==> src/rtl/conv_sched.sv <==
// conv_sched: two-requester scheduler for a shared fixed/float converter.
//
// Requesters A and B each present an operand, fixed-point position and
// direction. Requests are accepted one at a time in IDLE. When both are
// pending, a round-robin pointer gives the grant to the port not served last.
// The accepted operand is held on the cv_* outputs for LATENCY+1 cycles in
// ISSUE. cv_result is then captured into r_data. In RESP the result is
// offered to the granted requester only, until that requester accepts it.
//
// Ports:
//   clk, rst                   clock, asynchronous active-low reset
//   a_/b_valid, _ready         request handshake (ready is combinational, IDLE only)
//   a_/b_number, _fixpos, _op  request operands
//   a_/b_rvalid, _rready       response handshake
//   r_data                     captured converter result (shared)
//   cv_number/fixpos/opcode    held operands driven to the converter
//   cv_result                  converter output
//   busy                       scheduler is not in IDLE
module conv_sched #(
  parameter int unsigned LATENCY = 1
) (
  input  logic        clk,
  input  logic        rst,
  input  logic        a_valid,
  output logic        a_ready,
  input  logic [31:0] a_number,
  input  logic [4:0]  a_fixpos,
  input  logic        a_op,
  input  logic        b_valid,
  output logic        b_ready,
  input  logic [31:0] b_number,
  input  logic [4:0]  b_fixpos,
  input  logic        b_op,
  output logic        a_rvalid,
  output logic        b_rvalid,
  input  logic        a_rready,
  input  logic        b_rready,
  output logic [31:0] r_data,
  output logic [31:0] cv_number,
  output logic [4:0]  cv_fixpos,
  output logic        cv_opcode,
  input  logic [31:0] cv_result,
  output logic        busy
);

  typedef enum logic [1:0] {IDLE, ISSUE, RESP} state_e;

  state_e      state_q;
  logic [3:0]  cnt_q;
  logic        last_b_q;   // 1: B was served last, so A wins the next tie
  logic        gnt_b_q;    // 1: the in-flight request belongs to B
  logic [31:0] num_q;
  logic [4:0]  fix_q;
  logic        op_q;
  logic [31:0] data_q;
  logic        a_rvalid_q;
  logic        b_rvalid_q;
  logic        busy_q;
  logic        pick_b;
  logic        idle_ok;

  // B wins if it is the only requester, or on a tie when A was served last.
  always_comb begin
    pick_b  = b_valid && (!a_valid || !last_b_q);
    idle_ok = rst && (state_q == IDLE);
    a_ready = idle_ok && a_valid && !pick_b;
    b_ready = idle_ok && pick_b;
  end

  always_ff @(posedge clk or negedge rst) begin
    if (!rst) begin
      state_q    <= IDLE;
      cnt_q      <= '0;
      last_b_q   <= 1'b1;
      gnt_b_q    <= 1'b0;
      num_q      <= '0;
      fix_q      <= '0;
      op_q       <= 1'b0;
      data_q     <= '0;
      a_rvalid_q <= 1'b0;
      b_rvalid_q <= 1'b0;
      busy_q     <= 1'b0;
    end else begin
      case (state_q)
        IDLE: begin
          if (a_ready || b_ready) begin
            num_q    <= b_ready ? b_number : a_number;
            fix_q    <= b_ready ? b_fixpos : a_fixpos;
            op_q     <= b_ready ? b_op     : a_op;
            gnt_b_q  <= b_ready;
            last_b_q <= b_ready;
            cnt_q    <= 4'(LATENCY);
            busy_q   <= 1'b1;
            state_q  <= ISSUE;
          end
        end
        ISSUE: begin
          // Counter runs LATENCY..0, giving LATENCY+1 cycles in ISSUE.
          if (cnt_q == '0) begin
            data_q     <= cv_result;
            a_rvalid_q <= !gnt_b_q;
            b_rvalid_q <= gnt_b_q;
            state_q    <= RESP;
          end else begin
            cnt_q <= cnt_q - 4'd1;
          end
        end
        RESP: begin
          if ((a_rvalid_q && a_rready) || (b_rvalid_q && b_rready)) begin
            a_rvalid_q <= 1'b0;
            b_rvalid_q <= 1'b0;
            busy_q     <= 1'b0;
            state_q    <= IDLE;
          end
        end
        default: state_q <= IDLE;
      endcase
    end
  end

  assign a_rvalid  = a_rvalid_q;
  assign b_rvalid  = b_rvalid_q;
  assign r_data    = data_q;
  assign cv_number = num_q;
  assign cv_fixpos = fix_q;
  assign cv_opcode = op_q;
  assign busy      = busy_q;

endmodule

==> config.mk <==
export PLATFORM = sky130hd
export DESIGN_NAME = conv_sched
export DESIGN_NICKNAME = d
export VERILOG_FILES = /design/src/rtl/conv_sched.sv
export SDC_FILE = /design/constraint.sdc
export NUM_CORES = 1
export LEC_CHECK = 0
export BUFFER_PORTS_ARGS = -buffer_cell sky130_fd_sc_hd__buf_2
export CAP_MARGIN = 20
export CORE_ASPECT_RATIO = 1.5
export CORE_UTILIZATION = 37
export CTS_BUF_LIST = sky130_fd_sc_hd__clkbuf_8
export DETAILED_ROUTE_END_ITERATION = 8
export PLACE_DENSITY_LB_ADDON = 0.05
export SKIP_CTS_REPAIR_TIMING = 1
export SYNTH_ARGS = -nofsm -noshare
export SYNTH_HDL_FRONTEND = slang
export SYNTH_SLANG_ARGS = --single-unit
==> constraint.sdc <==
create_clock -name clk -period 2.21 [get_ports clk]
set_input_delay 0.1105 -clock clk [delete_from_list [all_inputs] [get_ports clk]]
set_output_delay 0.1105 -clock clk [all_outputs]
set_load 0.005 [all_outputs]
# Word-level counts from Yosys, hierarchy flattened
# Cells that the tools add are included.
[word_totals] register_bits=81 input_bits=114 out_inout_bits=75 wordCells=60
[classes] n_addsub=1 n_eq_ne=6 mux=17 n_reduce_logical=25
[ops] op="32-bit 2-to-1 mux" n=1
[ops] op="3-bit AND reduction" n=4
[ops] op="4-bit 2-to-1 mux" n=2
[ops] op="4-bit one-hot mux with 2 select lines" n=1
[ops] op="1-bit logical AND" n=7
[ops] op="2-bit 2-to-1 mux" n=3
[ops] op="2-bit != test (second input constant)" n=3
[ops] op="1-bit one-hot mux with 2 select lines" n=3
[ops] op="2-bit one-hot mux with 3 select lines" n=1
[ops] op="2-bit nonzero test" n=3
[ops] op="1-bit 2-to-1 mux" n=5
[ops] op="5-bit 2-to-1 mux" n=1
[ops] op="1-bit logical NOT" n=4
[ops] op="4-bit logical NOT" n=1
[ops] op="2-bit AND reduction" n=2
[ops] op="4-bit by 1-bit subtractor with 4-bit output (second input constant)" n=1
[ops] op="1-bit logical OR" n=3
[ops] op="2-bit by 1-bit == test with 1-bit output (second input constant)" n=1
[ops] op="2-bit == test (second input constant)" n=1
[ops] op="2-bit logical NOT" n=1
[ops] op="2-bit by 1-bit != test with 1-bit output (second input constant)" n=1

# Longest topological paths before layout
[depth] depth_word=8 mapped_depth=6 mapped_depth_nobuf=5

# Worst setup path after synthesis
# OpenSTA, ideal clock, no wires.
[synth_timing] kind="reg-to-reg" start="register cnt_q[0]" end="register data_q[14] (netlist: r_data[14])" setup_ns=0.125 arrival_ns=1.447 t_required_ns=2.085 slack_ns=0.638 stages_incl_launch_ff=7 n_path_buf=1 synth_period_minus_slack_ns=1.572 path_cell_list="dfrtp_1 -> inv_1 -> ha_1 -> nor3b_4 -> nand2_2 -> buf_2 -> mux2_2"
[synth_between] elab_chain_len=2
[synth_rtl] item="start: declaration" line="49" text="logic [3:0] cnt_q;"
[synth_rtl] item="start signal: assignment" line="92" text="cnt_q <= 4'(LATENCY);"
[synth_rtl] item="start signal: assignment" line="105" text="cnt_q <= cnt_q - 4'd1;"
[synth_rtl] item="4-bit logical NOT" line="99" text="if (cnt_q == '0) begin"
[synth_rtl] item="2-bit AND reduction (no line)"
[synth_rtl] item="end signal: assignment" line="100" text="data_q <= cv_result;"
[synth_rtl] item="end: declaration" line="55" text="logic [31:0] data_q;"
# Every way passes these cells.
# A chain may end at the register's enable or synchronous reset.

# Worst setup path in the final report
[layout_timing] start="register state_q[1]" end="output port a_ready"
[layout_between] elab_chain_len=4
[layout_rtl] item="start: declaration" line="48" text="state_e state_q;"
[layout_rtl] item="start signal: assignment" line="72" text="state_q <= IDLE;"
[layout_rtl] item="start signal: assignment" line="94" text="state_q <= ISSUE;"
[layout_rtl] item="start signal: assignment" line="103" text="state_q <= RESP;"
[layout_rtl] item="2-bit logical NOT" line="65" text="idle_ok = rst && (state_q == IDLE);"
[layout_rtl] item="1-bit logical AND" line="65"
[layout_rtl] item="1-bit logical AND (2 in a row)" line="66" text="a_ready = idle_ok && a_valid && !pick_b;"
[layout_rtl] item="end: declaration" line="25" text="output logic a_ready,"
# Every way passes these cells.

==> parameters.txt <==
Parameter                              Value

Min path
  Hold EP ... cv_number[15]
  Cells on Worst Hold Path ... 3
  Worst Min Path Start ... b_number[15]
  Hold WC Path Type ... input port to flop

Yosys
  Top_reg_cell synth ... sky130_fd_sc_hd__dfrtp_1
  Sequential fraction of the synthesis area ... 54.91%
  Synthesized cell area ... 0.003694 mm2
  Post-synth net total ... 459
  Fraction of registers with async set or reset after synthesis ... 100.0%
  Number of enable flip-flop cells after synthesis ... 0
  Synth cell types ... 37
  Number of instances in the synthesized netlist ... 343
  Synthesis-stage register bit count ... 81
  Avg Cell Area, Syn ... 10.77 um2
  Ys Warns ... 0

Worst setup path
  Largest stage delay on the critical path ... between 0.5 and 0.6 ns
  Length in cells of the worst reg-to-reg path ... 6
  Internal reg-to-reg setup slack ... 0.41 ns
  Critical path required time ... 2.10 ns
  Top Family by Delay on Critical Path ... simple AND/OR/NAND/NOR gates
  List of cells traversed by the critical path ... or3b_4, buf_4, nor2_1, buf_2
  End of the worst register-to-register path ... r_data[25]
  Slowest CP cell ... sky130_fd_sc_hd__or3b_4
  Data arrival, critical path ... between 1.5 and 2 ns
  Crit path buf inv count ... 2
  Critical Setup Path Class ... flop to output port
  Endpoint type of the worst setup path ... output port
  Startpoint Class ... flop
  Worst reg2reg startpoint ... cnt_q[0]
  Maximum fanout count along the critical path ... 14

Pwr
  Pwr Total ... approximately 6.6 mW
  Static leakage power ... 2.430 nW
  PD cells ... ~1200 mW/mm2
  Maximum vdd drop ... 0.0006266 V

Timing
  Actual slew at the worst max-slew pin ... 0.5195 ns
  WHS ... between 0.01 and 0.015 ns
  Fmax ... 524.3 MHz
  Final setup TNS ... 0 ns
  Clk_skew ... 0.01095 ns
  Slew Limit Headroom ... around two thirds
  Total setup violations reported at the end of the flow ... 0
  Setup repair after global routing missed its margin ... no
  Period utilisation layout ... between 80% and 90%
  Tmin final ... 1.907 ns
  Total count of max-transition violations in the final report ... 0
  Final hold violation count ... 0

Global routing
  Global-route usage over all layers ... between 20 and 25%
  Vias in the first global route ... 3,384
  Global-route wire length before repair ... 17.18 mm
  Number of antenna violations at the first check in global routing ... 0
  Maximum number of pins on one net before global-route repair ... 82
  Aggregate global routing overflow ... 0

Route
  Wire length on met1 ... 4.676 mm
  Detailed-route vias per instance ... approximately 5
  Final routed DRC violation total ... 0
  Detailed route wirelength on metal3 ... 648 um
  1st-iter DRT viols ... 159
  DRT antenna net count ... 0
  Vias after detailed routing ... 3,456
  Detailed-router iteration count before antenna repair ... 6
  Met2 wirelength from detailed routing ... around 5 mm
  Uppermost layer routed ... met4
  Routed wire length per instance ... 15.87 um
  Total wire length ... 10.68 mm

Clocking
  Clock Tree Buf Depth ... 2
  CTS H-tree lvls ... 3
  TritonCTS clock tree ... done
  Inserted Clock Buffers ... 9
  Number of clock sinks ... 81
  Worst-skew pair later-pin latency ... 0.35 ns
  Root buffer cell ... sky130_fd_sc_hd__clkbuf_8
  Clock Pin Slew Worst Setup and Hold Paths ... 0.08 ns

Layout
  Share of cells above drive strength 1 ... between 40% and 50%
  Most common library cell in the layout ignoring fill and taps ... sky130_fd_sc_hd__buf_2
  Post-synthesis to final-layout area growth ... 43.33%
  Fill cell total of the finished layout ... 925
  Number of nets at the end of the flow ... 670
  Leading cell types in the layout, fill and taps excluded ... sky130_fd_sc_hd__buf_2 (187), sky130_fd_sc_hd__dfrtp_1 (80), sky130_fd_sc_hd__a21oi_1 (40)
  Ant diodes ... 0

Floorplan
  Number of top-level pins ... 189
  Standard-cell row count ... between 40 and 50
  Die area ... 0.01039 mm2
  Core footprint ... around 0.0097 mm2
  X dimension of the die ... 83.58 um
  Starting utilization of the core area ... 38.12%
  Overall die height ... 124.4 um

Placement
  DP HPWL ... around 7 mm
  Port Buffers ... 188
  Final estimated routing congestion in global placement ... 0.7669

Job
  Max Cap Violations ... 0

Outcome
  Result of the run ... finished clean
routing by layer:
layer,up-vias,GRT usage (%)
met2,148,32.71
met1,1608,27.30
met4,0,8.774
met5,-,0
li1,1684,-
met3,16,4.573
power by group:
group / switching [mW] / internal (mW)
clock: 0.507 / 0.651
combinational: 1.36 / 1.40
sequential: 0.430 / 2.23
total: 2.30 / 4.29
registers in the layout, indices dropped and copies added (netlist names):
name,cells
cnt_q,4
cv_opcode,1
b_rvalid,1
cv_fixpos,5
busy,1
r_data,32
last_b_q,1
a_rvalid,1
gnt_b_q,1
state_q,2
cv_number,32
final cells by class:
class	count	area [um2]	area share, %
clock buffers	10	137.6	2.600
clock inverters	5	72.57	1.371
repair buffers	233	1396	26.38
inverters	3	11.26	0.2127
well taps	115	143.9	2.718
flip-flops and latches	81	2028	38.31
multi-input cells	226	1504	28.41
kinds of logic after synthesis:
group                      after synthesis  share of synthesized area [%]
AOI/OAI and AO/OA                      132                          20.26
DFF                                     81                          54.91
and+or+nand+nor                         58                          8.910
buffers and inverters                   36                          4.912
muxes                                   34                          10.33
adders and majority gates                2                         0.6774
synth_stat cells, drive strengths merged (5+ instances only):
library cell   n  area, um2
buf           17      107.6
a31oi         38      237.7
dfrtp         80       2002
nor2           5      28.78
a21oi         40      200.2
mux2          33      371.6
clkbuf        16      62.56
nand3         38      190.2
o21ai         41      205.2
tightest hold or removal path: cells and delay by family:
kind | cells | cell delay (ns)
AO/OA/AOI/OAI | 1 | 0.07
AND/OR/NAND/NOR | 1 | 0.05
buffers and inverters | 1 | 0.09
metrics by stage:
step,setup WS [ns],util [%],area (um2),std cells
after detailed placement,0.4219,48.75,4723,624
after floorplan,0.6381,-,3694,343
after global placement,0.4549,48.75,4723,624
after CTS,0.1153,50.92,4933,639
after global routing,0.1736,54.64,5294,673
final,0.3025,54.64,5294,673
worst max path at each step:
| stage | cells after the start | to | from |
|---|---|---|---|
| after floorplan | 6 | r_data[14] | cnt_q[0] |
| after global placement | 6 | r_data[8] | cnt_q[0] |
| after detailed placement | 4 | cv_number[17] | state_q[1] |
| after CTS | 4 | a_ready | state_q[1] |
| after global routing | 4 | a_ready | state_q[1] |
| final | 4 | a_ready | state_q[1] |
Power figures use the tool's default switching activity.
